$ cat src/rtl/dnn_accel_mem_read_streamer.sv
// Avalon-MM read master streaming COUNT words from BASE of the on-chip RAM.
// Ports: start/base_addr/word_count in, busy/done status, mem_* RAM port, out_* stream.
module dnn_accel_mem_read_streamer #(
  parameter int ADDR_W     = 13,
  parameter int DATA_W     = 32,
  parameter int FIFO_DEPTH = 4,
  parameter int READ_LAT   = 1
) (
  input  logic              clk,
  input  logic              reset,
  input  logic              start,
  input  logic [ADDR_W-1:0] base_addr,
  input  logic [ADDR_W:0]   word_count,
  output logic              busy,
  output logic              done,
  output logic [ADDR_W-1:0] mem_address,
  output logic              mem_chipselect,
  output logic              mem_write,
  output logic [3:0]        mem_byteenable,
  output logic [DATA_W-1:0] mem_writedata,
  output logic              mem_clken,
  input  logic [DATA_W-1:0] mem_readdata,
  output logic [DATA_W-1:0] out_data,
  output logic              out_valid,
  input  logic              out_ready,
  output logic              out_last
);

  localparam int PTR_W = (FIFO_DEPTH > 1) ? $clog2(FIFO_DEPTH) : 1;
  localparam int FC_W  = $clog2(FIFO_DEPTH + 1);
  localparam int OC_W  = $clog2(FIFO_DEPTH + READ_LAT + 1);

  localparam logic [1:0] S_IDLE  = 2'd0;
  localparam logic [1:0] S_FETCH = 2'd1;
  localparam logic [1:0] S_DRAIN = 2'd2;

  localparam logic [ADDR_W:0] CNT_ONE = 1;

  logic [1:0]          state_q;
  logic [ADDR_W-1:0]   cur_addr_q;
  logic [ADDR_W:0]     issue_rem_q;
  logic [ADDR_W:0]     total_q;
  logic [ADDR_W:0]     out_idx_q;
  logic                done_q;
  logic [READ_LAT-1:0] pipe_q;
  logic [READ_LAT-1:0] pipe_n;
  logic [DATA_W-1:0]   buf_q [FIFO_DEPTH];
  logic [PTR_W-1:0]    wr_ptr_q;
  logic [PTR_W-1:0]    rd_ptr_q;
  logic [FC_W-1:0]     fifo_count_q;

  logic [OC_W-1:0] inflight;
  logic [OC_W-1:0] occ;
  logic idle;
  logic issue;
  logic arrive;
  logic fifo_empty;
  logic fire;
  logic push;
  logic pop;
  logic last_fire;

  always_comb begin
    inflight = '0;
    for (int i = 0; i < READ_LAT; i++) begin
      inflight = inflight + OC_W'(pipe_q[i]);
    end
  end

  // Space check covers words already buffered and reads still in flight.
  assign occ   = OC_W'(fifo_count_q) + inflight;
  assign idle  = (state_q == S_IDLE);
  assign issue = (state_q == S_FETCH) &&
                 (issue_rem_q != '0) &&
                 (occ < OC_W'(FIFO_DEPTH));

  always_comb begin
    pipe_n    = pipe_q << 1;
    pipe_n[0] = issue;
  end

  assign arrive     = pipe_q[READ_LAT-1];
  assign fifo_empty = (fifo_count_q == '0);

  // Arriving data bypasses an empty FIFO so the first word shows up
  // the cycle it leaves the RAM.
  assign out_valid = !fifo_empty || arrive;
  assign out_data  = fifo_empty ? mem_readdata : buf_q[rd_ptr_q];
  assign fire      = out_valid && out_ready;
  assign pop       = fire && !fifo_empty;
  assign push      = arrive && !(fifo_empty && out_ready);
  assign out_last  = out_valid && (out_idx_q == total_q - CNT_ONE);
  assign last_fire = fire && out_last;

  assign busy           = !idle;
  assign done           = done_q;
  assign mem_address    = cur_addr_q;
  assign mem_chipselect = issue;
  assign mem_write      = 1'b0;
  assign mem_byteenable = 4'hF;
  assign mem_writedata  = '0;
  assign mem_clken      = 1'b1;

  always_ff @(posedge clk or posedge reset) begin
    if (reset) begin
      state_q     <= S_IDLE;
      cur_addr_q  <= '0;
      issue_rem_q <= '0;
      total_q     <= '0;
      out_idx_q   <= '0;
      done_q      <= 1'b0;
      pipe_q      <= '0;
    end else begin
      pipe_q <= pipe_n;
      done_q <= (idle && start && (word_count == '0)) || last_fire;
      unique case (state_q)
        S_IDLE: begin
          if (start && (word_count != '0)) begin
            state_q     <= S_FETCH;
            cur_addr_q  <= base_addr;
            issue_rem_q <= word_count;
            total_q     <= word_count;
            out_idx_q   <= '0;
          end
        end
        S_FETCH: begin
          if (issue && (issue_rem_q == CNT_ONE)) begin
            state_q <= S_DRAIN;
          end
        end
        S_DRAIN: begin
          if (last_fire) begin
            state_q <= S_IDLE;
          end
        end
        default: state_q <= S_IDLE;
      endcase
      if (issue) begin
        cur_addr_q  <= cur_addr_q + 1'b1;
        issue_rem_q <= issue_rem_q - CNT_ONE;
      end
      if (fire) begin
        out_idx_q <= out_idx_q + CNT_ONE;
      end
    end
  end

  always_ff @(posedge clk or posedge reset) begin
    if (reset) begin
      wr_ptr_q     <= '0;
      rd_ptr_q     <= '0;
      fifo_count_q <= '0;
    end else begin
      if (push) begin
        wr_ptr_q <= wr_ptr_q + 1'b1;
      end
      if (pop) begin
        rd_ptr_q <= rd_ptr_q + 1'b1;
      end
      unique case ({push, pop})
        2'b10:   fifo_count_q <= fifo_count_q + 1'b1;
        2'b01:   fifo_count_q <= fifo_count_q - 1'b1;
        default: fifo_count_q <= fifo_count_q;
      endcase
    end
  end

  always_ff @(posedge clk) begin
    if (push) begin
      buf_q[wr_ptr_q] <= mem_readdata;
    end
  end

endmodule

$ cat config.mk
export PLATFORM = sky130hd
export DESIGN_NAME = dnn_accel_mem_read_streamer
export DESIGN_NICKNAME = d
export VERILOG_FILES = /design/src/rtl/dnn_accel_mem_read_streamer.sv
export SDC_FILE = /design/constraint.sdc
export NUM_CORES = 1
export LEC_CHECK = 0
export CORE_MARGIN = 1.5
export CORE_UTILIZATION = 35
export CTS_CLUSTER_DIAMETER = 80
export DETAILED_ROUTE_END_ITERATION = 16
export DONT_BUFFER_PORTS = 1
export MAX_ROUTING_LAYER = met4
export PLACE_DENSITY_LB_ADDON = 0.1
export SYNTH_ARGS = -nofsm -noshare
export SYNTH_HDL_FRONTEND = slang
export SYNTH_SLANG_ARGS = --single-unit
$ cat constraint.sdc
create_clock -name clk -period 2.8 [get_ports clk]
set_input_delay 0.14 -clock clk [delete_from_list [all_inputs] [get_ports clk]]
set_output_delay 0.14 -clock clk [all_outputs]
set_load 0.01 [all_outputs]
; ---- Yosys cells after proc, flatten, opt, wreduce, memory -nomap -nowiden
; Memories as Yosys holds them, arrays and structs flattened.
; Index checks and enable logic that the tools add are counted.
[word_totals]
ff_bits = 66
ram_bits = 128
memories = 1
elab_cells = 78
inputBits = 63
out_inout_bits = 88
[memory_table]
columns = memory, depth, width, read_ports, rd_clocked_by_memory_dff, write_ports, line
row1 = buf_q, 4, 32, 1, 0, 1, 47  ; logic [DATA_W-1:0] buf_q [FIFO_DEPTH];
[op_classes]
add_sub_neg = 9
n_lt_le_gt_ge = 1
muxes = 17
reduce_logical = 31
n_eq_ne = 9
[op_table]
columns = operator, n
row1 = 14-bit 2-to-1 mux, 6
row2 = 13-bit 2-to-1 mux, 3
row3 = 32-bit 2-to-1 mux, 1
row4 = 14-bit nonzero test, 2
row5 = "14-bit by 1-bit subtractor with 14-bit output, second input constant", 2
row6 = "14-bit by 1-bit adder with 14-bit output, second input constant", 1
row7 = "14-bit by 1-bit == test with 1-bit output, second input constant", 1
row8 = 14-bit == test, 1
row9 = 14-bit logical NOT, 1
row10 = "13-bit by 1-bit adder with 13-bit output, second input constant", 1
row11 = 1-bit logical AND, 12
row12 = 2-bit nonzero test, 5
row13 = 2-bit 2-to-1 mux, 3
row14 = 2-bit one-hot mux with 3 select lines, 1
row15 = 3-bit one-hot mux with 2 select lines, 1
row16 = 2-bit AND reduction, 3
row17 = "2-bit by 1-bit adder with 2-bit output, second input constant", 2
row18 = "2-bit by 1-bit == test with 1-bit output, second input constant", 2
row19 = "2-bit == test, second input constant", 2
row20 = "2-bit by 1-bit != test with 1-bit output, second input constant", 2
row21 = 3-bit by 1-bit adder with 3-bit output, 1
row22 = "3-bit by 1-bit adder with 3-bit output, second input constant", 1
row23 = 1-bit logical NOT, 3
row24 = 3-bit logical NOT, 1
row25 = 7 further kinds, 9

; ---- Longest topological paths before layout
[depth]
word_depth = 7
ltp_mapped = 9
depth_no_buf = 9

; ---- Worst setup path before layout
; No wires, ideal clock.
[synth_path]
path_kind = register to register
startpoint = reg total_q[0]
endpoint = reg state_q[1]
setup_time_ns = 0.120
n_path_buf = 0
arrival_ns = 2.459
t_required_ns = 2.680
path_stages_with_launch = 9
slack_ns = 0.220
synth_period_minus_slack_ns = 2.580
path_cell_list = dfrtp_1 > inv_1 > ha_1 > or4b_2 > nor2_1 > xnor2_1 > o2111ai_1 > or4_1 > a31o_2
[synth_via]
elab_chain_cells = 6
[synth_rtl]
columns = element, line
row1 = start: declaration, 42  ; logic [ADDR_W:0] total_q;
row2 = start signal: assignment, 122  ; total_q <= word_count;
row3 = 14-bit by 1-bit subtractor with 14-bit output, 92  ; assign out_last = out_valid && (out_idx_q == total_q - CNT_ONE);
row4 = 14-bit == test, 92
row5 = 1-bit logical AND, 92
row6 = 1-bit logical AND, 93  ; assign last_fire = fire && out_last;
row7 = 2-bit != test (no line), --
row8 = 3-bit AND reduction (no line), --
row9 = end signal: assignment, 106  ; state_q <= S_IDLE;
row10 = end signal: assignment, 119  ; state_q <= S_FETCH;
row11 = end signal: assignment, 128  ; state_q <= S_DRAIN;
row12 = end: declaration, 39  ; logic [1:0] state_q;
; No other way between the ends.
; A chain may end at the register's enable or synchronous reset.

; ---- Final worst setup path
[layout_path]
startpoint = reg total_q[0]
endpoint = out out_last
[layout_via]
elab_chain_cells = 3
[layout_rtl]
columns = element, line
row1 = 14-bit by 1-bit subtractor with 14-bit output, 92
row2 = 14-bit == test, 92
row3 = 1-bit logical AND, 92
row4 = end: declaration, 26  ; output logic out_last
; No other way between the ends.

==> results_dict.tcl <==
set metrics [dict create \
    nets 898 \
    r2r_cells 7 \
    ff_latch_area_sq_um 5500 \
    rows 58 \
    drt_iter0_drc 448 \
    place_ws_ns 0.113 \
    nFillCells 2402 \
    yosys-top-cells-count "nand2_1, edfxtp_1, dfrtp_1" \
    yosysTopAreaCell "edfxtp_1" \
    cp_slowest_stage_delay_ns 0.50 \
    io_buffer_count 0 \
    reg2reg_slack_ns 0.22 \
    fin_crit_sh_pct 94.3 \
    yosysTopAreaCellShare_pct 42.2 \
    hold_viol_final 0 \
    hpwl_um 14200 \
    holdPathEnd "wr_ptr_q[0]" \
    synth_cells 744 \
    finalClockSkew_ns 0.0147 \
    synth_area_sq_um 9110 \
    clkSinkCount 194 \
    antenna_cells 0 \
    max_clock_freq_mhz 379 \
    design_area_sq_um 10800 \
    grt_pass1_wl_um 33400 \
    grt_usage_pct 16.8 \
    root_buffer "clkbuf_16" \
    clkLatencyLatePin_ns 0.43 \
    synth-edff-count 128 \
    grt_setup_unrepaired "no" \
    relSlewSlack_pct 58.9 \
    worstHoldStart "out_ready" \
    cap_violations 0 \
    grt_max_degree 45 \
    p_sw_mw 3.65 \
    setup_viol 0 \
    htreeDepth 4 \
    power_mw 10.0 \
    cts_tree "yes" \
    ys_seq_area_share_pct 60.3 \
    yosysMostFrequentCell "nand2_1" \
    hold_class "input pin to flop" \
    synth_ff_type "edfxtp_1" \
    setup_ws_ns 0.159 \
    timing.rr.end "issue_rem_q[12]" \
    wire_per_inst_um 18.1 \
    io-pin-count 151 \
    critPathSlowestCell "or4b_4" \
    cts_max_path_buffers 2 \
    slew_viol_final 0 \
    powerDensity_nw_per_um2 932 \
    area_delta_synth_final_pct 18.1 \
    combinationalPowerShare_pct 34.7 \
    start_kind "flop" \
    worstMarginPinSlew_ns 0.617 \
    antenna_found_initial 0 \
    synth_cell_type_count 60 \
    grt.overflow.total 0 \
    ys_seq_elements 194 \
    die_x_um 164 \
    internal_power_mw 6.37 \
    ys_top_cells_by_area "edfxtp_1, dfrtp_1, mux4_2" \
    yosysWarnings 0 \
    vdd_drop_max_uv 474 \
    totalWireLength_um 21200 \
    outcome "complete, no violations" \
    start_util_pct 36.0 \
    placed_area_sq_um 9490 \
    cp.required_ns 2.66 \
    drt-vias-per-instance 5.09 \
    ys_async_sr_fraction_pct 34.0 \
    firstDrtPassIters 5 \
    power_frac_seq_pct 41.4 \
    crit_arrival_ns 2.50 \
    multi_input_area_sq_um 3250 \
    min_period_ns 2.64 \
    dieArea_sq_um 27000 \
    crit_type "flop to output pin" \
    die_h_um 164 \
    layout-drive-gt1-share_pct 14.2 \
    hold_depth 3 \
    core_sq_um 25300 \
    end_kind "output pin" \
    vias 5937 \
    cts_buffers 17 \
    clkPwrFrac_pct 23.9 \
    avgSynthCellArea_sq_um 12.2 \
    drtAntennaViolNets 0 \
    critPathMaxFanout 5 \
    drcViolationCount 0 \
    p_leak_nw 4.15 \
    r2r-start "issue_rem_q[4]" \
    sw_frac_of_total_pct 36.4 \
    setup_tns_ns 0 \
    worstPathCellList "inv_1 > ha_1 > or4b_4 > nor3b_2 > xnor2_1 > o211ai_1 > nor3_2 > buf_4" \
    gp_congestion 0.842 \
    grt_pass1_vias 6165 \
    clk_pin_slew_worst_paths_ns 0.07 \
]
-- per-layer routing --
layer  global-route usage [%]  vias to the layer above  routed length, um
met3                     3.64                        7                967
met5                        -                        -                  0
met2                     29.0                      151              11000
li1                         -                     2798                  -
met1                     20.2                     2981               9050
met4                     3.35                        0                138
-- through the flow --
stage / cells / util (%) / hold slack [ns]
floorplan: 780 / - / 0.239
global placement: 1068 / 37.5 / 0.0907
detailed placement: 1068 / 37.5 / 0.105
CTS: 1163 / 42.3 / 0.0459
global route: 1167 / 42.5 / 0.0756
finish: 1167 / 42.5 / 0.0642
-- flip-flops by register name, summed over array words and instances (netlist names) --
| signal | flops |
|---|---|
| fifo_count_q | 3 |
| done | 1 |
| wr_ptr_q | 2 |
| mem_address | 13 |
| arrive | 1 |
| state_q | 2 |
| total_q | 14 |
| rd_ptr_q | 2 |
| out_idx_q | 14 |
| issue_rem_q | 14 |
| buf_q | 128 |
-- critical path, delay by kind of cell, from the launching register on --
kind | cells | cell delay (ns)
simple gates | 3 | 0.95
xor+xnor | 1 | 0.14
flops | 1 | 0.43
compound gates | 1 | 0.13
fa+ha+maj | 1 | 0.17
buf+inv | 2 | 0.26
-- layout make-up --
type	count	area share, %
timing repair buffer	94	8.61
clock inverter	14	1.44
sequential	194	51.1
tap	330	3.84
inverter	22	0.791
clock buffer	18	3.99
multi-input combinational	495	30.2
-- cells in the final DEF, fill, tap and decap left out, types with 5 or more instances in the layout --
master and count:
nand2_1 174, edfxtp_1 128, dfrtp_1 64, dlygate4sd3_1 63, conb_1 38, o21ai_0 32, mux4_2 32, nor2_1 29
buf_4 26, inv_1 20, nand3_1 18, clkbuf_16 17, xnor2_1 13, xor2_1 11, o211ai_1 10, ha_1 10
o21ai_1 9, nand4_1 8, nor4_1 8, a21oi_1 8, nor3_1 8, and3_1 7, o311ai_0 7, or3_1 6
buf_12 5
-- logic make-up (layout without fill, tap and decap cells) --
group / Yosys count / count (layout) / synth area share (%)
and+or+nand+nor: 289 / 289 / 14.4
DFF: 194 / 194 / 60.3
AOI/OAI and AO/OA: 100 / 100 / 7.46
buffers and inverters: 91 / 148 / 5.85
muxes: 33 / 33 / 8.02
xor gates and xnor gates: 24 / 24 / 2.31
adders and majority gates: 11 / 11 / 1.59
other: 2 / 38 / 0.0824
-- worst max-delay path by stage --
stage / start / end / slack [ns] / depth (start not counted)
floorplan: total_q[0] / state_q[1] / 0.22 / 8
global placement: total_q[0] / state_q[1] / 0.15 / 8
detailed placement: total_q[0] / state_q[1] / 0.11 / 8
CTS: total_q[0] / out_last / 0.002 / 8
global route: total_q[0] / out_last / 0.03 / 8
finish: total_q[0] / out_last / 0.16 / 8
-- timing repair --
action / 4_1_cts / 5_1_grt
pin swaps: 0 / 2
hold buffers: 63 / 0
endpoints found under the hold margin: 237 / 0
resized for setup: 1 / 3
buffers inserted: 0 / 4
setup endpoints to repair: 1 / 3
-- power groups by stage --
stage | clock network (mW) | registers (mW) | logic [mW]
global placement | 0 | 4.17 | 3.37
CTS | 2.47 | 4.16 | 3.52
floorplan | 0 | 4.04 | 2.67
detailed placement | 0 | 4.22 | 3.41
global route | 2.58 | 4.23 | 3.88
finish | 2.40 | 4.15 | 3.48
(Power assumes the default switching activity.)
